[config.mk]
export PLATFORM = sky130hd
export DESIGN_NAME = seg7_scan_decoder
export DESIGN_NICKNAME = d
export VERILOG_FILES = /design/src/rtl/seg7_pkg.sv /design/src/rtl/seg7_stable_filter.sv /design/src/rtl/seg7_scan_decoder.sv
export SDC_FILE = /design/constraint.sdc
export NUM_CORES = 1
export LEC_CHECK = 0
export ABC_AREA = 1
export CORE_UTILIZATION = 30
export DETAILED_ROUTE_END_ITERATION = 10
export SLEW_MARGIN = 25
export SYNTH_ARGS = -nofsm -noshare
export SYNTH_HDL_FRONTEND = slang
export SYNTH_SLANG_ARGS = --single-unit
[constraint.sdc]
create_clock -name clk -period 2.9 [get_ports clk]
set_input_delay 0.87 -clock clk [delete_from_list [all_inputs] [get_ports clk]]
set_output_delay 0.87 -clock clk [all_outputs]
set_load 0.005 [all_outputs]
[src/rtl/seg7_pkg.sv]
// Shared segment encoding, decode helper and decoder state type for the 7-segment scan receive path.
package seg7_pkg;

    localparam logic [6:0] SEG_BLANK = 7'b1111111;

    // Active-low, bit6=a .. bit0=g; must match the transmit-side encoder.
    localparam logic [6:0] SEG_HEX [16] = '{
        7'b0000001, 7'b1001111, 7'b0010010, 7'b0000110,
        7'b1001100, 7'b0100100, 7'b0100000, 7'b0001111,
        7'b0000000, 7'b0000100, 7'b0001000, 7'b1100000,
        7'b0110001, 7'b1000010, 7'b0110000, 7'b0111000
    };

    typedef enum logic [1:0] {IDLE, CAPTURE, PRESENT} seg7_dec_state_t;

    // Returns {valid, nibble}; an unknown pattern yields {0, 4'h0}.
    function automatic logic [4:0] seg_to_nibble(input logic [6:0] seg);
        logic [4:0] res;
        res = 5'b0;
        for (int i = 0; i < 16; i++) begin
            if (seg == SEG_HEX[i]) res = {1'b1, 4'(i)};
        end
        return res;
    endfunction

endpackage

[src/rtl/seg7_stable_filter.sv]
// Two-flop synchronizer on the raw {an,seg} bus plus a settle counter that
// emits one accept strobe per stable value.
module seg7_stable_filter #(
    parameter int W             = 11,
    parameter int STABLE_CYCLES = 4
) (
    input  logic         clk,
    input  logic         rst_n,
    input  logic [W-1:0] i_raw,
    output logic         o_strobe,
    output logic [W-1:0] o_sample
);

    localparam logic [7:0] CNT_ACC = 8'(STABLE_CYCLES - 1);
    localparam logic [7:0] CNT_MAX = 8'(STABLE_CYCLES);

    logic [W-1:0] r_sync1;
    logic [W-1:0] r_sync2;
    logic [7:0]   r_cnt;

    // Counter saturates one past the accept point so the strobe fires once per value.
    always_ff @(posedge clk or negedge rst_n) begin
        if (!rst_n) begin
            r_sync1 <= '1;
            r_sync2 <= '1;
            r_cnt   <= 8'd0;
        end else begin
            r_sync1 <= i_raw;
            r_sync2 <= r_sync1;
            if (r_sync1 != r_sync2)
                r_cnt <= 8'd0;
            else if (r_cnt != CNT_MAX)
                r_cnt <= r_cnt + 8'd1;
        end
    end

    assign o_strobe = (r_cnt == CNT_ACC);
    assign o_sample = r_sync2;

endmodule

[src/rtl/seg7_scan_decoder.sv]
// Decodes a multiplexed active-low 7-segment bus back into hex frames on a valid/ready output.
// Optional SEG7_ERR_COUNT_EN adds err_clr / err_count[7:0] (saturating error counter).
//
// state   | meaning
// IDLE    | waiting for digit 0 to start a frame
// CAPTURE | collecting digits 1..DIGITS-1 in order
// PRESENT | frame complete, hand over to the output register
module seg7_scan_decoder
    import seg7_pkg::*;
#(
    parameter int DIGITS        = 4,
    parameter int STABLE_CYCLES = 4
) (
    input  logic                  clk,
    input  logic                  rst_n,
    input  logic [6:0]            seg_in,
    input  logic [DIGITS-1:0]     an_in,
    output logic [4*DIGITS-1:0]   data_out,
    output logic                  out_valid,
    input  logic                  out_ready,
    output logic                  pattern_err,
    output logic                  seq_err,
    output logic                  overrun
`ifdef SEG7_ERR_COUNT_EN
    ,
    input  logic                  err_clr,
    output logic [7:0]            err_count
`endif
);

    localparam int KW = (DIGITS > 1) ? $clog2(DIGITS) : 1;

    logic                  w_strobe;
    logic [DIGITS+6:0]     w_sample;
    logic [DIGITS-1:0]     w_an;
    logic [6:0]            w_seg;
    logic [4:0]            w_dec;
    logic                  w_blank;
    logic                  w_one;
    logic                  w_multi;
    logic [KW-1:0]         w_k;
    logic                  w_last;

    seg7_dec_state_t       r_state;
    seg7_dec_state_t       w_state_nxt;
    logic [KW-1:0]         r_exp;
    logic [4*DIGITS-1:0]   r_frame;
    logic                  r_perr;

    logic                  w_start;
    logic                  w_store;
    logic                  w_seq_set;
    logic                  w_present;
    logic                  w_load;

    seg7_stable_filter #(
        .W             (DIGITS + 7),
        .STABLE_CYCLES (STABLE_CYCLES)
    ) u_filter (
        .clk      (clk),
        .rst_n    (rst_n),
        .i_raw    ({an_in, seg_in}),
        .o_strobe (w_strobe),
        .o_sample (w_sample)
    );

    assign w_an    = w_sample[DIGITS+6:7];
    assign w_seg   = w_sample[6:0];
    assign w_dec   = seg_to_nibble(w_seg);
    assign w_blank = &w_an;
    assign w_one   = $onehot(~w_an);
    assign w_multi = !w_blank && !w_one;
    assign w_last  = (w_k == KW'(DIGITS - 1));

    always_comb begin
        w_k = '0;
        for (int i = 0; i < DIGITS; i++) begin
            if (!w_an[i]) w_k = KW'(i);
        end
    end

    always_ff @(posedge clk or negedge rst_n) begin
        if (!rst_n) r_state <= IDLE;
        else        r_state <= w_state_nxt;
    end

    always_comb begin
        w_state_nxt = r_state;
        case (r_state)
            IDLE: begin
                if (w_strobe && w_one && w_k == '0)
                    w_state_nxt = (DIGITS == 1) ? PRESENT : CAPTURE;
            end
            CAPTURE: begin
                if (w_strobe && !w_blank) begin
                    if (w_multi)
                        w_state_nxt = IDLE;
                    else if (w_k == '0)
                        w_state_nxt = CAPTURE;
                    else if (w_k == r_exp)
                        w_state_nxt = w_last ? PRESENT : CAPTURE;
                    else
                        w_state_nxt = IDLE;
                end
            end
            PRESENT: w_state_nxt = IDLE;
            default: w_state_nxt = IDLE;
        endcase
    end

    always_comb begin
        w_start   = 1'b0;
        w_store   = 1'b0;
        w_seq_set = 1'b0;
        w_present = 1'b0;
        case (r_state)
            IDLE: begin
                if (w_strobe) begin
                    w_seq_set = w_multi;
                    w_start   = w_one && (w_k == '0);
                end
            end
            CAPTURE: begin
                if (w_strobe && !w_blank) begin
                    if (w_multi) begin
                        w_seq_set = 1'b1;
                    end else if (w_k == '0) begin
                        w_start   = 1'b1;
                        w_seq_set = 1'b1;
                    end else if (w_k == r_exp) begin
                        w_store   = 1'b1;
                    end else begin
                        w_seq_set = 1'b1;
                    end
                end
            end
            PRESENT: w_present = 1'b1;
            default: ;
        endcase
    end

    // r_frame doubles as the shadow buffer: it is only rewritten after PRESENT has copied it out.
    always_ff @(posedge clk or negedge rst_n) begin
        if (!rst_n) begin
            r_frame <= '0;
            r_perr  <= 1'b0;
            r_exp   <= '0;
        end else if (w_start) begin
            r_frame[3:0] <= w_dec[3:0];
            r_perr       <= !w_dec[4];
            r_exp        <= KW'(1);
        end else if (w_store) begin
            r_frame[w_k*4 +: 4] <= w_dec[3:0];
            r_perr              <= r_perr | !w_dec[4];
            r_exp               <= r_exp + KW'(1);
        end
    end

    assign w_load = w_present && (!out_valid || out_ready);

    always_ff @(posedge clk or negedge rst_n) begin
        if (!rst_n) begin
            data_out    <= '0;
            out_valid   <= 1'b0;
            pattern_err <= 1'b0;
            seq_err     <= 1'b0;
            overrun     <= 1'b0;
        end else begin
            seq_err <= w_seq_set;
            if (w_load) begin
                data_out    <= r_frame;
                pattern_err <= r_perr;
                out_valid   <= 1'b1;
            end else begin
                if (w_present) overrun <= 1'b1;
                if (out_valid && out_ready) out_valid <= 1'b0;
            end
        end
    end

`ifdef SEG7_ERR_COUNT_EN
    logic w_err_evt;
    assign w_err_evt = w_seq_set || (w_load && r_perr);

    always_ff @(posedge clk or negedge rst_n) begin
        if (!rst_n)
            err_count <= 8'd0;
        else if (err_clr)
            err_count <= 8'd0;
        else if (w_err_evt && err_count != 8'hFF)
            err_count <= err_count + 8'd1;
    end
`endif

endmodule

After elaboration in Yosys (flattened, before gate mapping)
Cells that the tools add are included.

cells by class
  mux-type cells = 54
  $add $sub $neg = 6
  reductions and logical operators = 22
  equality and inequality tests = 25
  bitwise logic cells = 4
  shift-type cells = 2

operators by type and width
  cell                                                                     number
  5-bit two-way mux                                                        16
  7-bit by 6-bit equality test with 1-bit output, second input constant    5
  4-bit negator with 34-bit output                                         1
  4-bit by 34-bit variable shift with 16-bit output, first input constant  1
  4-bit by 34-bit indexed part select with 16-bit output                   1
  7-bit equality test, second input constant                               4
  1-bit two-way mux                                                        20
  2-bit two-way mux                                                        10
  16-bit bitwise mux                                                       1
  8-bit two-way mux                                                        2
  7-bit by 3-bit equality test with 1-bit output, second input constant    2
  7-bit by 4-bit equality test with 1-bit output, second input constant    2
  11-bit inequality test                                                   1
  8-bit by 1-bit adder with 8-bit output, second input constant            1
  8-bit by 2-bit equality test with 1-bit output, second input constant    1
  4-bit two-way mux                                                        2
  8-bit by 3-bit inequality test with 1-bit output, second input constant  1
  7-bit by 1-bit equality test with 1-bit output, second input constant    1
  7-bit by 5-bit equality test with 1-bit output, second input constant    1
  1-bit logical AND                                                        7
  7-bit logical NOT                                                        1
  2-bit AND reduction                                                      3
  2-bit nonzero test                                                       3
  1-bit by 1-bit adder with 2-bit output                                   2
  other kinds (16)                                                         24

word-level totals
  output and inout port bits = 20
  register bits = 71
  logic and storage cells = 126
  bits of input ports = 14

Logic depth before layout (Yosys ltp)
Gate-level depths: netlist (run 1).

  depth in word-level cells = 21
  mapped depth = 13
  mapped depth without buffers = 13

Hierarchy
From an unflattened synthesis (run 1), not the netlist that was laid out.

second synthesis, totals
  cell total of the unflattened synthesis = 388
  area total of the unflattened synthesis = 3565.9 um^2

by module, submodules not included
  module              cells an instance  area an instance (um^2)  sequential area each (um^2)  instances
  seg7_scan_decoder   260                2299.7                   1026.0                       1
  seg7_stable_filter  128                1266.2                   778.2                        1

Worst setup path after synthesis (run 1)
Ideal clock, no wire load.

  path type = flip-flop to flip-flop
  start = reg u_filter.r_sync2[10] (netlist: u_filter.o_sample[10])
  end = reg r_exp[1]
  buffers on the path = 0
  stages on the path, launching flop included = 13
  setup slack = 0.521 ns
  setup time = 0.119 ns
  arrival time = 2.260 ns
  data required time = 2.781 ns
  path through = dfstp_2 > fa_1 > inv_1 > ha_1 > ha_1 > nand3b_1 > nand2_2 > nand2_2 > nor2_4 > nand2_4 > nor2_2 > xor2_1 > nor2_1

on the way
  word-level cells in the longest chain between the ends = 10
  elaborated cells between the ends (all ways) = 25

ends and longest elaborated chain
  what                                                                               line                      text
  start: declaration                                                                 seg7_stable_filter.sv:18  logic [W-1:0] r_sync2;
  start signal: assignment                                                           seg7_stable_filter.sv:29  r_sync2 <= r_sync1;
  4-bit NOT                                                                          seg7_scan_decoder.sv:71   assign w_one = $onehot(~w_an);
  1-bit by 1-bit adder with 2-bit output (not written as such)                       seg7_scan_decoder.sv:71
  2-bit by 2-bit adder with 3-bit output (not written as such)                       seg7_scan_decoder.sv:71
  3-bit by 1-bit equality test with 1-bit output                                     seg7_scan_decoder.sv:71
  1-bit logical NOT                                                                  seg7_scan_decoder.sv:72   assign w_multi = !w_blank && !w_one;
  1-bit logical AND                                                                  seg7_scan_decoder.sv:72
  1-bit two-way mux                                                                  seg7_scan_decoder.sv:125  if (w_multi) begin
  1-bit two-way mux                                                                  seg7_scan_decoder.sv:124  if (w_strobe && !w_blank) begin
  1-bit one-hot mux with 2 select lines / 1-bit two-way mux (equally long branches)  seg7_scan_decoder.sv:116  case (r_state)
  2-bit two-way mux / 2-bit nonzero test (equally long branches)                     --
  end signal: assignment                                                             seg7_scan_decoder.sv:155  r_exp <= r_exp + KW'(1);
  end: declaration                                                                   seg7_scan_decoder.sv:46   logic [KW-1:0] r_exp;

Several ways; a longest one is shown, not always the timed one.
A chain may end at the register's enable or synchronous reset.

Final worst setup path (run 1)
  start = reg u_filter.r_sync2[10] (netlist: u_filter.o_sample[10])
  end = reg r_frame[7]

on the way
  word-level cells in the longest chain between the ends = 11
  elaborated cells between the ends (all ways) = 29

ends and longest elaborated chain
  what                                                          line                      text
  4-bit NOT                                                     seg7_scan_decoder.sv:71
  1-bit by 1-bit adder with 2-bit output (not written as such)  seg7_scan_decoder.sv:71
  2-bit by 2-bit adder with 3-bit output (not written as such)  seg7_scan_decoder.sv:71
  3-bit by 1-bit equality test with 1-bit output                seg7_scan_decoder.sv:71
  1-bit logical NOT                                             seg7_scan_decoder.sv:72
  1-bit logical AND                                             seg7_scan_decoder.sv:72
  1-bit two-way mux                                             seg7_scan_decoder.sv:125
  1-bit two-way mux                                             seg7_scan_decoder.sv:124
  1-bit one-hot mux with 2 select lines                         seg7_scan_decoder.sv:116
  1-bit NOT (no line)                                           --
  2-bit AND reduction (no line)                                 --
  end signal: indexed assignment                                seg7_scan_decoder.sv:153  r_frame[w_k*4 +: 4] <= w_dec[3:0];
  end: declaration                                              seg7_scan_decoder.sv:47   logic [4*DIGITS-1:0] r_frame;

Several ways; a longest one is shown, not always the timed one.

==> results.json, run 1 <==
{
  "status": "finished clean",
  "dr_wl_met3_um": 261,
  "num-nets-final": 425,
  "fmaxAchievable_ghz": 0.393,
  "first_global_vias": 2446,
  "gr-total-overflow": 0,
  "power_uw": 1910,
  "final_hold_viol_count": 0,
  "n_antenna_cell": 0,
  "intPower_uw": 1460,
  "vias_per_cell": 4.48,
  "yosysSeqAreaShare_pct": 54.7,
  "synth_top_cell_area_share_pct": 37.1,
  "routed.top_layer": "met4",
  "drive_gt1_share_pct": 17.3,
  "p_clk_share_pct": 39.7,
  "clock_sinks": 71,
  "slowest_delay_ns": 0.59,
  "synth_common_cells": "nand2_1 (75), dfrtp_1 (49), inv_1 (44), nor2_1 (38), dfstp_2 (22)",
  "dieArea_mm2": 0.0114,
  "syn-cell-area_mm2": 0.00330,
  "synthCells": 355,
  "cts_hold_buf": 0,
  "power.density_mw_per_mm2": 476,
  "ys_dominant_reg_cell": "dfrtp_1",
  "antenna_found_initial": 0,
  "globalplace.congestion": 0.866,
  "leakagePower_uw": 0.00186,
  "pin_count": 34,
  "critical_path_buf_inv_count": 2,
  "drv_cap": 0,
  "worstPathRequired_ns": 3.17,
  "numPortBuffers": 33,
  "slowest_stage": "dfstp_2",
  "h-tree-depth": 3,
  "fillers": 1063,
  "combPwrFrac_pct": 6.2,
  "drt-initial-drc-count": 88,
  "synth-async-reset-ratio_pct": 100,
  "syn_area_per_cell_um2": 9.30,
  "synth_seq_cells": 71,
  "sequentialPowerShare_pct": 54.2,
  "path_cells": "fa_1 -> inv_1 -> ha_1 -> ha_1 -> nand3b_1 -> nand2_2 -> nand2_2 -> nor2_4 -> nand3_2 -> nor2_2 -> inv_2 -> o22ai_1",
  "setup_viol": 0,
  "ys_types": 33,
  "hold_path_class": "reg -> reg",
  "drt-met1-wl_um": 2910,
  "clk_latency_ns": 0.35,
  "core.rowCount": 37,
  "critical_path.max_fanout": 5,
  "stdcell_area_mm2": 0.00402,
  "clk_pin_slew_ns": 0.08,
  "synth_edf_count": 0,
  "placedInstanceArea_mm2": 0.00383,
  "p_switching_uw": 454,
  "crit_arrival_ns": 2.82,
  "start_util_pct": 31.4,
  "rsz0062_at_grt": "no",
  "multiInputGateArea_mm2": 0.00129,
  "grt_pass1_wl_um": 10900,
  "syn_nets": 380,
  "met2_length_um": 2840,
  "root_buffer": "clkbuf_8",
  "synth_top_area_cell": "dfrtp_1",
  "core_area_mm2": 0.0105,
  "finalWirelength_um": 6130,
  "period_share_pct": 87.7,
  "critPathTopFamily": "simple AND/OR/NAND/NOR gates",
  "endpoint_kind": "register",
  "timing.slew.headroom_pct": 65.0,
  "p_sw_share_pct": 23.7,
  "regArea_mm2": 0.00180,
  "ir_worst_vdd_v": 0.000231,
  "vias": 2421,
  "ant_nets": 0,
  "final_util_pct": 38.3,
  "fin_setup_tns_ns": 0,
  "crit_type": "reg -> reg",
  "cts.repair.resized": 0,
  "cts_max_path_buffers": 2,
  "fin_skew_ns": 0.00891,
  "cts_buffers": 9,
  "first_pass_iters": 4,
  "die_w_um": 107,
  "grt_max_degree": 33,
  "fin_crit_ns": 2.54,
  "area_growth_pct": 21.8,
  "drc": 0,
  "grtUsageTotal_pct": 12.0,
  "crit_path_start_kind": "register",
  "yosysWarningCount": 0,
  "tightest_slew_ns": 0.524,
  "wl_per_cell_um": 11.3,
  "yosysMostFrequentCell": "nand2_1",
  "hpwl_um": 4540,
  "die_y_um": 107,
  "cts_tree": "yes",
  "netlist_top_cells_area": "dfrtp_1 (37%), dfstp_2 (18%), nand2_1 (8.5%)",
  "postCtsSetupRepairBufs": 0,
  "slew_violations": 0
}
==> metrics by stage <==
stage	setup slack, ns	std cells	hold slack [ns]
floorplan	0.521	355	0.360
global placement	0.436	525	0.363
detailed placement	0.329	525	0.363
CTS	0.326	541	0.371
global route	0.153	541	0.380
finish	0.357	541	0.367
==> cells in the final DEF (no fill, tap or decap), types with 2 or more instances in the layout <==
cell              n
nand2_1          75
nand3_2           4
dfstp_2          22
nand4_1          10
nor3_1            8
nand2_2           4
a21oi_1           3
ha_1             10
nor2_1           38
mux2_2            6
nor3b_1           4
o21ai_0          18
inv_2             5
dfrtp_1          49
xnor2_1           4
o21ai_1           4
buf_4             4
clkdlybuf4s50_1  32
clkbuf_8          9
nor2_4            2
clkinv_2          3
o22ai_1           8
nand3_1          10
inv_1            44
nor2_2            4
xor2_1            8
nand3b_1          2
==> path summary, 6_finish.rpt <==
check | start | to | slack (ns) | cells after the start
max | u_filter.o_sample[10]$_DFF_PN1_ | r_frame[7]$_DFFE_PN0P_ | 0.36 | 12
min reg2reg | u_filter.r_sync1[3]$_DFF_PN1_ | u_filter.o_sample[3]$_DFF_PN1_ | 0.37 | 0
max in group asynchronous | rst_n | r_frame[11]$_DFFE_PN0P_ | 1.82 | 2
min in group asynchronous | rst_n | r_frame[12]$_DFFE_PN0P_ | 0.43 | 1
min | u_filter.r_sync1[3]$_DFF_PN1_ | u_filter.o_sample[3]$_DFF_PN1_ | 0.37 | 0
max reg2reg | u_filter.o_sample[10]$_DFF_PN1_ | r_frame[7]$_DFFE_PN0P_ | 0.36 | 12
==> state kept, by name (all words and copies together) (netlist names) <==
name	flops
data_out	16
r_frame	16
u_filter.o_sample	11
u_filter.r_sync1	11
u_filter.r_cnt	8
r_exp	2
r_state	2
out_valid	1
overrun	1
pattern_err	1
r_perr	1
seq_err	1
==> final cells by class <==
type	instances	area share, %
multi-input cells	230	32.2
inverters	50	4.67
flip-flops and latches	71	44.9
well taps	136	4.23
repair buffers	38	9.34
clock buffers	10	3.17
clock inverters	6	1.53
==> cell families after synthesis <==
logic type	count (synthesis)	synth area share (%)
and+or+nand+nor	164	23.4
AOI/OAI and AO/OA	37	6.18
DFF	71	54.7
muxes	6	2.05
buffers and inverters	54	6.14
adders and majority gates	11	4.40
xor gates and xnor gates	12	3.18
==> worst register-to-register path, cell delays in order, from the launching register on <==
cell	delay, ns
dfstp_2	0.59
fa_1	0.42
inv_1	0.06
ha_1	0.14
ha_1	0.22
nand3b_1	0.19
nand2_2	0.11
nand2_2	0.06
nor2_4	0.19
nand3_2	0.16
nor2_2	0.15
inv_2	0.06
o22ai_1	0.12
==> power groups by stage <==
stage	Clock (uW)	Sequential, uW	Combinational, uW
finish	759	1040	118
global route	833	1040	136
CTS	791	1040	121
detailed placement	0	1050	120
global placement	0	1050	117
floorplan	0	1050	63.8
==> metal layers <==
layer | global-route usage, % | vias up
li1 | - | 1225
met1 | 15.0 | 1138
met2 | 19.4 | 47
met3 | 3.53 | 11
met4 | 4.99 | 0
met5 | 0 | -
Note: power is estimated with default switching activity, not from simulation.
==> run 2, diff against run 1 <==
Settings changed: CORE_MARGIN set to 2, CORE_UTILIZATION 30 to 50, PLACE_DENSITY set to 0.71, SYNTH_HIERARCHICAL set to 1.
==> run 2 against run 1 <==
  * Critical path depth stayed put
  * Combinational power rose by 25%
  * Wire length shrank 1.5%
  * Non-clock buffer count is the same
  * Clock power rose by 0.5%
  * Register-to-register slack got worse by 0.02 ns
==> results.json, run 2 <==
{
  "status": "finished clean",
  "grt_pass1_wl_um": 10900,
  "syn-cell-area_mm2": 0.00357,
  "grt_max_degree": 30,
  "cts_tree": "yes",
  "fin_skew_ns": 0.00719,
  "critPathMostFrequentCell": "ha_1",
  "slowest_stage": "dfstp_2",
  "synth_fa_ha_area_share_pct": 4.07,
  "dieArea_mm2": 0.00782,
  "start_util_pct": 52.2,
  "area_growth_pct": 18.7,
  "fmaxAchievable_ghz": 0.391,
  "vias_per_cell": 4.76,
  "synth_top_area_cell": "dfrtp_1",
  "drive_gt1_share_pct": 20.9,
  "clk_latency_ns": 0.34,
  "cts_hold_buf": 0,
  "placedInstanceArea_mm2": 0.00404,
  "yosysWarningCount": 6,
  "final_cell_mix": "nand2_1 (89), inv_1 (49), dfrtp_1 (49)",
  "drt-met1-wl_um": 2740,
  "synth_seq_cells": 71,
  "sequentialPowerShare_pct": 53.3,
  "cts_buffers": 9,
  "drc": 0,
  "yosysSeqAreaShare_pct": 50.6,
  "critPathTopFamily": "simple AND/OR/NAND/NOR gates",
  "gr-total-overflow": 0,
  "ys_dominant_reg_cell": "dfrtp_1",
  "hpwl_um": 4660,
  "cts.repair.resized": 0,
  "crit_path_start_kind": "register",
  "slowest_delay_ns": 0.61,
  "routed.top_layer": "met4",
  "intPower_uw": 1490,
  "setup_viol": 0,
  "worst_slack_ns": 0.340,
  "combPwrFrac_pct": 7.6,
  "synth_compound_area_share_pct": 6.63,
  "grtUsageTotal_pct": 17.8,
  "period_share_pct": 88.3,
  "timing.slew.headroom_pct": 64.1,
  "fin_crit_ns": 2.56,
  "netlist_top_cells_area": "dfrtp_1 (34%), dfstp_2 (16%), nand2_1 (9.4%)",
  "antenna_found_initial": 0,
  "num-nets-final": 460,
  "die_y_um": 88.5,
  "postCtsSetupRepairBufs": 0,
  "endpoint_kind": "register",
  "yosysMostFrequentCell": "nand2_1",
  "synth_edf_count": 0,
  "pin_count": 34,
  "final_hold_viol_count": 0,
  "clk_pin_slew_ns": 0.07,
  "h-tree-depth": 3,
  "drv_cap": 0,
  "hold_path_class": "reg -> reg",
  "p_sw_share_pct": 23.4,
  "worstPathRequired_ns": 3.18,
  "clock_sinks": 71,
  "synth_top_cell_area_share_pct": 34.4,
  "leakagePower_uw": 0.00201,
  "crit_arrival_ns": 2.84,
  "critical_path.max_fanout": 5,
  "synth-xor-area-share_pct": 1.93,
  "power_uw": 1950,
  "first_pass_iters": 4,
  "n_antenna_cell": 0,
  "wl_per_cell_um": 11.3,
  "ant_nets": 0,
  "drt-initial-drc-count": 120,
  "root_buffer": "clkbuf_8",
  "p_switching_uw": 455,
  "vias": 2551,
  "holdWs_ns": 0.373,
  "synth_top_family_by_area": "simple AND/OR/NAND/NOR gates",
  "globalplace.congestion": 0.872,
  "slew_violations": 0,
  "crit_type": "reg -> reg",
  "layout_commonest_cell": "nand2_1",
  "tightest_slew_ns": 0.538,
  "syn_area_per_cell_um2": 9.19,
  "stdcell_area_mm2": 0.00423,
  "synth_common_cells": "nand2_1 (89), dfrtp_1 (49), inv_1 (49), nor2_1 (40), dfstp_2 (22)",
  "dr_wl_met3_um": 210,
  "core.rowCount": 30,
  "place_ws_ns": 0.335,
  "power.density_mw_per_mm2": 461,
  "synth.area.mux_share_pct": 3.79,
  "finalWirelength_um": 6040,
  "fin_setup_tns_ns": 0,
  "syn_nets": 413,
  "first_global_vias": 2528,
  "numPortBuffers": 33,
  "synth_simple_gate_area_share_pct": 26.4,
  "path_cells": "fa_1 -> inv_1 -> ha_1 -> ha_1 -> nor2_1 -> nand2_1 -> nand2_4 -> inv_4 -> nor2_8 -> nand4_4 -> nand3b_4 -> o21ai_2",
  "core_area_mm2": 0.00683,
  "critical_path_buf_inv_count": 2,
  "reg2reg_slack_ns": 0.34,
  "cts_max_path_buffers": 2,
  "met2_length_um": 2950,
  "p_clk_share_pct": 39.2,
  "die_w_um": 88.5,
  "ir_worst_vdd_v": 0.000307,
  "synthCells": 388,
  "synth-async-reset-ratio_pct": 100,
  "top_regs": "data_out x16, r_frame x16",
  "rsz0062_at_grt": "no",
  "ys_types": 39
}
-- run 2: worst paths after layout --
| path | start | end | depth (start not counted) |
|---|---|---|---|
| hold reg to reg | u_filter/r_sync1[7]$_DFF_PN1_ | u_filter/o_sample[7]$_DFF_PN1_ | 0 |
| setup reg to reg | u_filter/o_sample[10]$_DFF_PN1_ | r_frame[8]$_DFFE_PN0P_ | 12 |
| hold / removal | u_filter/r_sync1[7]$_DFF_PN1_ | u_filter/o_sample[7]$_DFF_PN1_ | 0 |
| max in group asynchronous | rst_n | r_frame[11]$_DFFE_PN0P_ | 2 |
| min in group asynchronous | rst_n | data_out[5]$_DFFE_PN0P_ | 1 |
| setup / recovery | u_filter/o_sample[10]$_DFF_PN1_ | r_frame[8]$_DFFE_PN0P_ | 12 |
-- run 2: cells by family after synthesis --
logic type / after synthesis
buffers and inverters: 61
DFF: 71
adders and majority gates: 11
AOI/OAI and AO/OA: 41
and+or+nand+nor: 185
muxes: 12
xor gates and xnor gates: 7
-- run 2: stage by stage --
step           utilization, %  cells
2_1_floorplan               -    388
3_5_place_dp             59.1    520
4_1_cts                  61.9    536
3_3_place_gp             59.1    520
6_report                 61.9    536
5_1_grt                  61.9    536
-- run 2: power by group through the flow --
| stage | Combinational, uW | Sequential, uW | Clock (uW) |
|---|---|---|---|
| after floorplan | 95.8 | 1050 | 0 |
| after global placement | 147 | 1050 | 0 |
| after detailed placement | 150 | 1060 | 0 |
| after CTS | 151 | 1040 | 784 |
| after global routing | 169 | 1040 | 830 |
| final | 148 | 1040 | 763 |
-- run 2: area by class of cell --
| type | instances | area (um2) |
|---|---|---|
| clock buffers | 13 | 149 |
| clock inverters | 3 | 42.5 |
| fillers | 620 | 2600 |
| inverters | 59 | 226 |
| multi-input cells | 256 | 1530 |
| flip-flops and latches | 71 | 1800 |
| well taps | 96 | 120 |
| repair buffers | 38 | 363 |
-- run 2: layer usage --
layer,track usage (%),vias to the layer above
met5,0,-
met4,8.40,0
met3,3.26,13
met2,30.1,45
met1,22.2,1168
li1,-,1325
==> run 3, diff against run 2 <==
Settings changed: CTS_CLUSTER_SIZE set to 10.
==> results of run 3 <==
The final DEF is identical to that of run 2; final timing and power are the same.
==> RTL edit: new RTL, settings of run 3 <==
Register the output `seq_err` once more, cleared by the reset; this adds one clock of latency there. The other outputs are not delayed to match.
--- a/src/rtl/seg7_scan_decoder.sv
+++ b/src/rtl/seg7_scan_decoder.sv
@@ -31,4 +31,6 @@
     localparam int KW = (DIGITS > 1) ? $clog2(DIGITS) : 1;
 
+    logic seq_err_s0;
+
     logic                  w_strobe;
     logic [DIGITS+6:0]     w_sample;
@@ -164,8 +166,8 @@
             out_valid   <= 1'b0;
             pattern_err <= 1'b0;
-            seq_err     <= 1'b0;
+            seq_err_s0  <= 1'b0;
             overrun     <= 1'b0;
         end else begin
-            seq_err <= w_seq_set;
+            seq_err_s0 <= w_seq_set;
             if (w_load) begin
                 data_out    <= r_frame;
@@ -193,4 +195,12 @@
 `endif
 
+    always_ff @(posedge clk or negedge rst_n) begin
+        if (!rst_n) begin
+            seq_err <= '0;
+        end else begin
+            seq_err <= seq_err_s0;
+        end
+    end
+
 endmodule
 
Function: changed (a bounded check fails within 10 cycles, from zero or initial values and one cycle with rst_n low).
==> RTL edit against run 3 <==
Area after synthesis decreased by 2.3%; synthesized cell count decreased by 0.26%; critical path depth is 2 higher; first-iteration DRC count fell by 0.83%; sequential cell count up 1; utilization fell by 0.94 points; setup slack worse by 0.066 ns; design area is 2.6% lower; wire length up 0.61%; total power increased by 0.29%; critical path type unchanged.
==> RTL edit: results (changes against run 3) <==
stage,metric,value,unit,change
placed_design,dpl cells,499,,-4.0%
placed_design,detailed placement HPWL,4610,µm,-1.1%
detailed_routing,DR iter-0 viols,119,,-0.83%
hold_path,Worst Hold Path EP,seq_err,,
synthesis,Synth Area in Compound Gates,6.29,%,-0.35 points
placed_design,gpl congestion,0.925,,+6.1%
synthesis,mux share of post-synthesis cell area,4.53,%,+0.74 points
placed_design,Placement Cell Area,0.00392,mm²,-2.9%
critical_path,R2R setup slack,0.27,ns,-0.07 ns
critical_path,Critical Path End,r_frame[8],,
finish,FILL cells,594,,-4.2%
synthesis,Avg Inst Size Synth,9.00,µm²,-2.1%
hold_path,hold_sp,seq_err_s0,,
status,outcome,finished clean,,
detailed_routing,vias after detailed routing,2595,,+1.7%
synthesis,syn_nets,412,,-0.24%
sta,worst-margin pin slew,0.536,ns,-0.00219 ns
sta,clk_skew,0.00998,ns,+0.00279 ns
synthesis,xor and xnor area share after synthesis,1.76,%,-0.17 points
power,switching part of the total,24.2,%,+0.88 points
sta,Hold WS,0.355,ns,-0.0179 ns
sta,fmax,381,MHz,-2.5%
power,Max VDD drop,0.352,mV,+15%
grt,first-pass GRT wire length,10600,µm,-2.5%
synthesis,Adder-Cell Fraction of Synth Area,4.17,%,+0.096 points
synthesis,Synth area leaders,"dfrtp_1 36%, dfstp_2 17%, nand2_1 10%, inv_1 5.7%, mux2_2 4.5%",,
grt,largest net degree at the start of global routing,50,,+67%
finish,Layout Cells excl Fill,515,,-3.9%
finish,Nets,455,,-1.1%
power,P_leak,1.97,nW,-2.2%
## RTL edit: cell count changes in the layout (fill, tap and decap cells not counted), moves of 4 or more
cell,delta
buf_4,-4
inv_1,+4
nand2_1,+5
nor2_1,-5
o21ai_0,-5
## RTL edit: critical path, stage by stage (launching register included)
cell and delay, ns:
dfstp_2 0.60, fa_1 0.43, inv_1 0.07, ha_1 0.13
ha_1 0.21, nor2_1 0.10, nand2_1 0.07, nand2_1 0.12
inv_2 0.06, nor2_4 0.12, nand2_2 0.10, nor3_1 0.19
nand2_1 0.16, nand2_1 0.08, o21ai_1 0.06
## RTL edit: metal layers
metal	part of all wire, %	track usage (%)	vias up
met3	3.0	4.08	7
met2	48	28.9	50
met4	1.4	7.97	0
met1	48	22.6	1219
met5	0	0	-
li1	-	-	1319
## RTL edit: cell type report
| class | count | area [µm²] | area share [%] |
|---|---|---|---|
| clock buffers | 10 | 128 | 3.10 |
| clock inverters | 6 | 70.1 | 1.70 |
| inverters | 60 | 225 | 5.46 |
| multi-input cells | 252 | 1420 | 34.4 |
| flip-flops and latches | 72 | 1830 | 44.4 |
| well taps | 80 | 100 | 2.43 |
| repair buffers | 35 | 353 | 8.56 |
## RTL edit: power groups by stage
| stage | sequential, mW | clock (mW) | combinational [mW] |
|---|---|---|---|
| floorplan | 1.07 | 0 | 0.0753 |
| global placement | 1.07 | 0 | 0.128 |
| detailed placement | 1.07 | 0 | 0.132 |
| CTS | 1.05 | 0.797 | 0.132 |
| global route | 1.06 | 0.845 | 0.150 |
| finish | 1.05 | 0.774 | 0.130 |
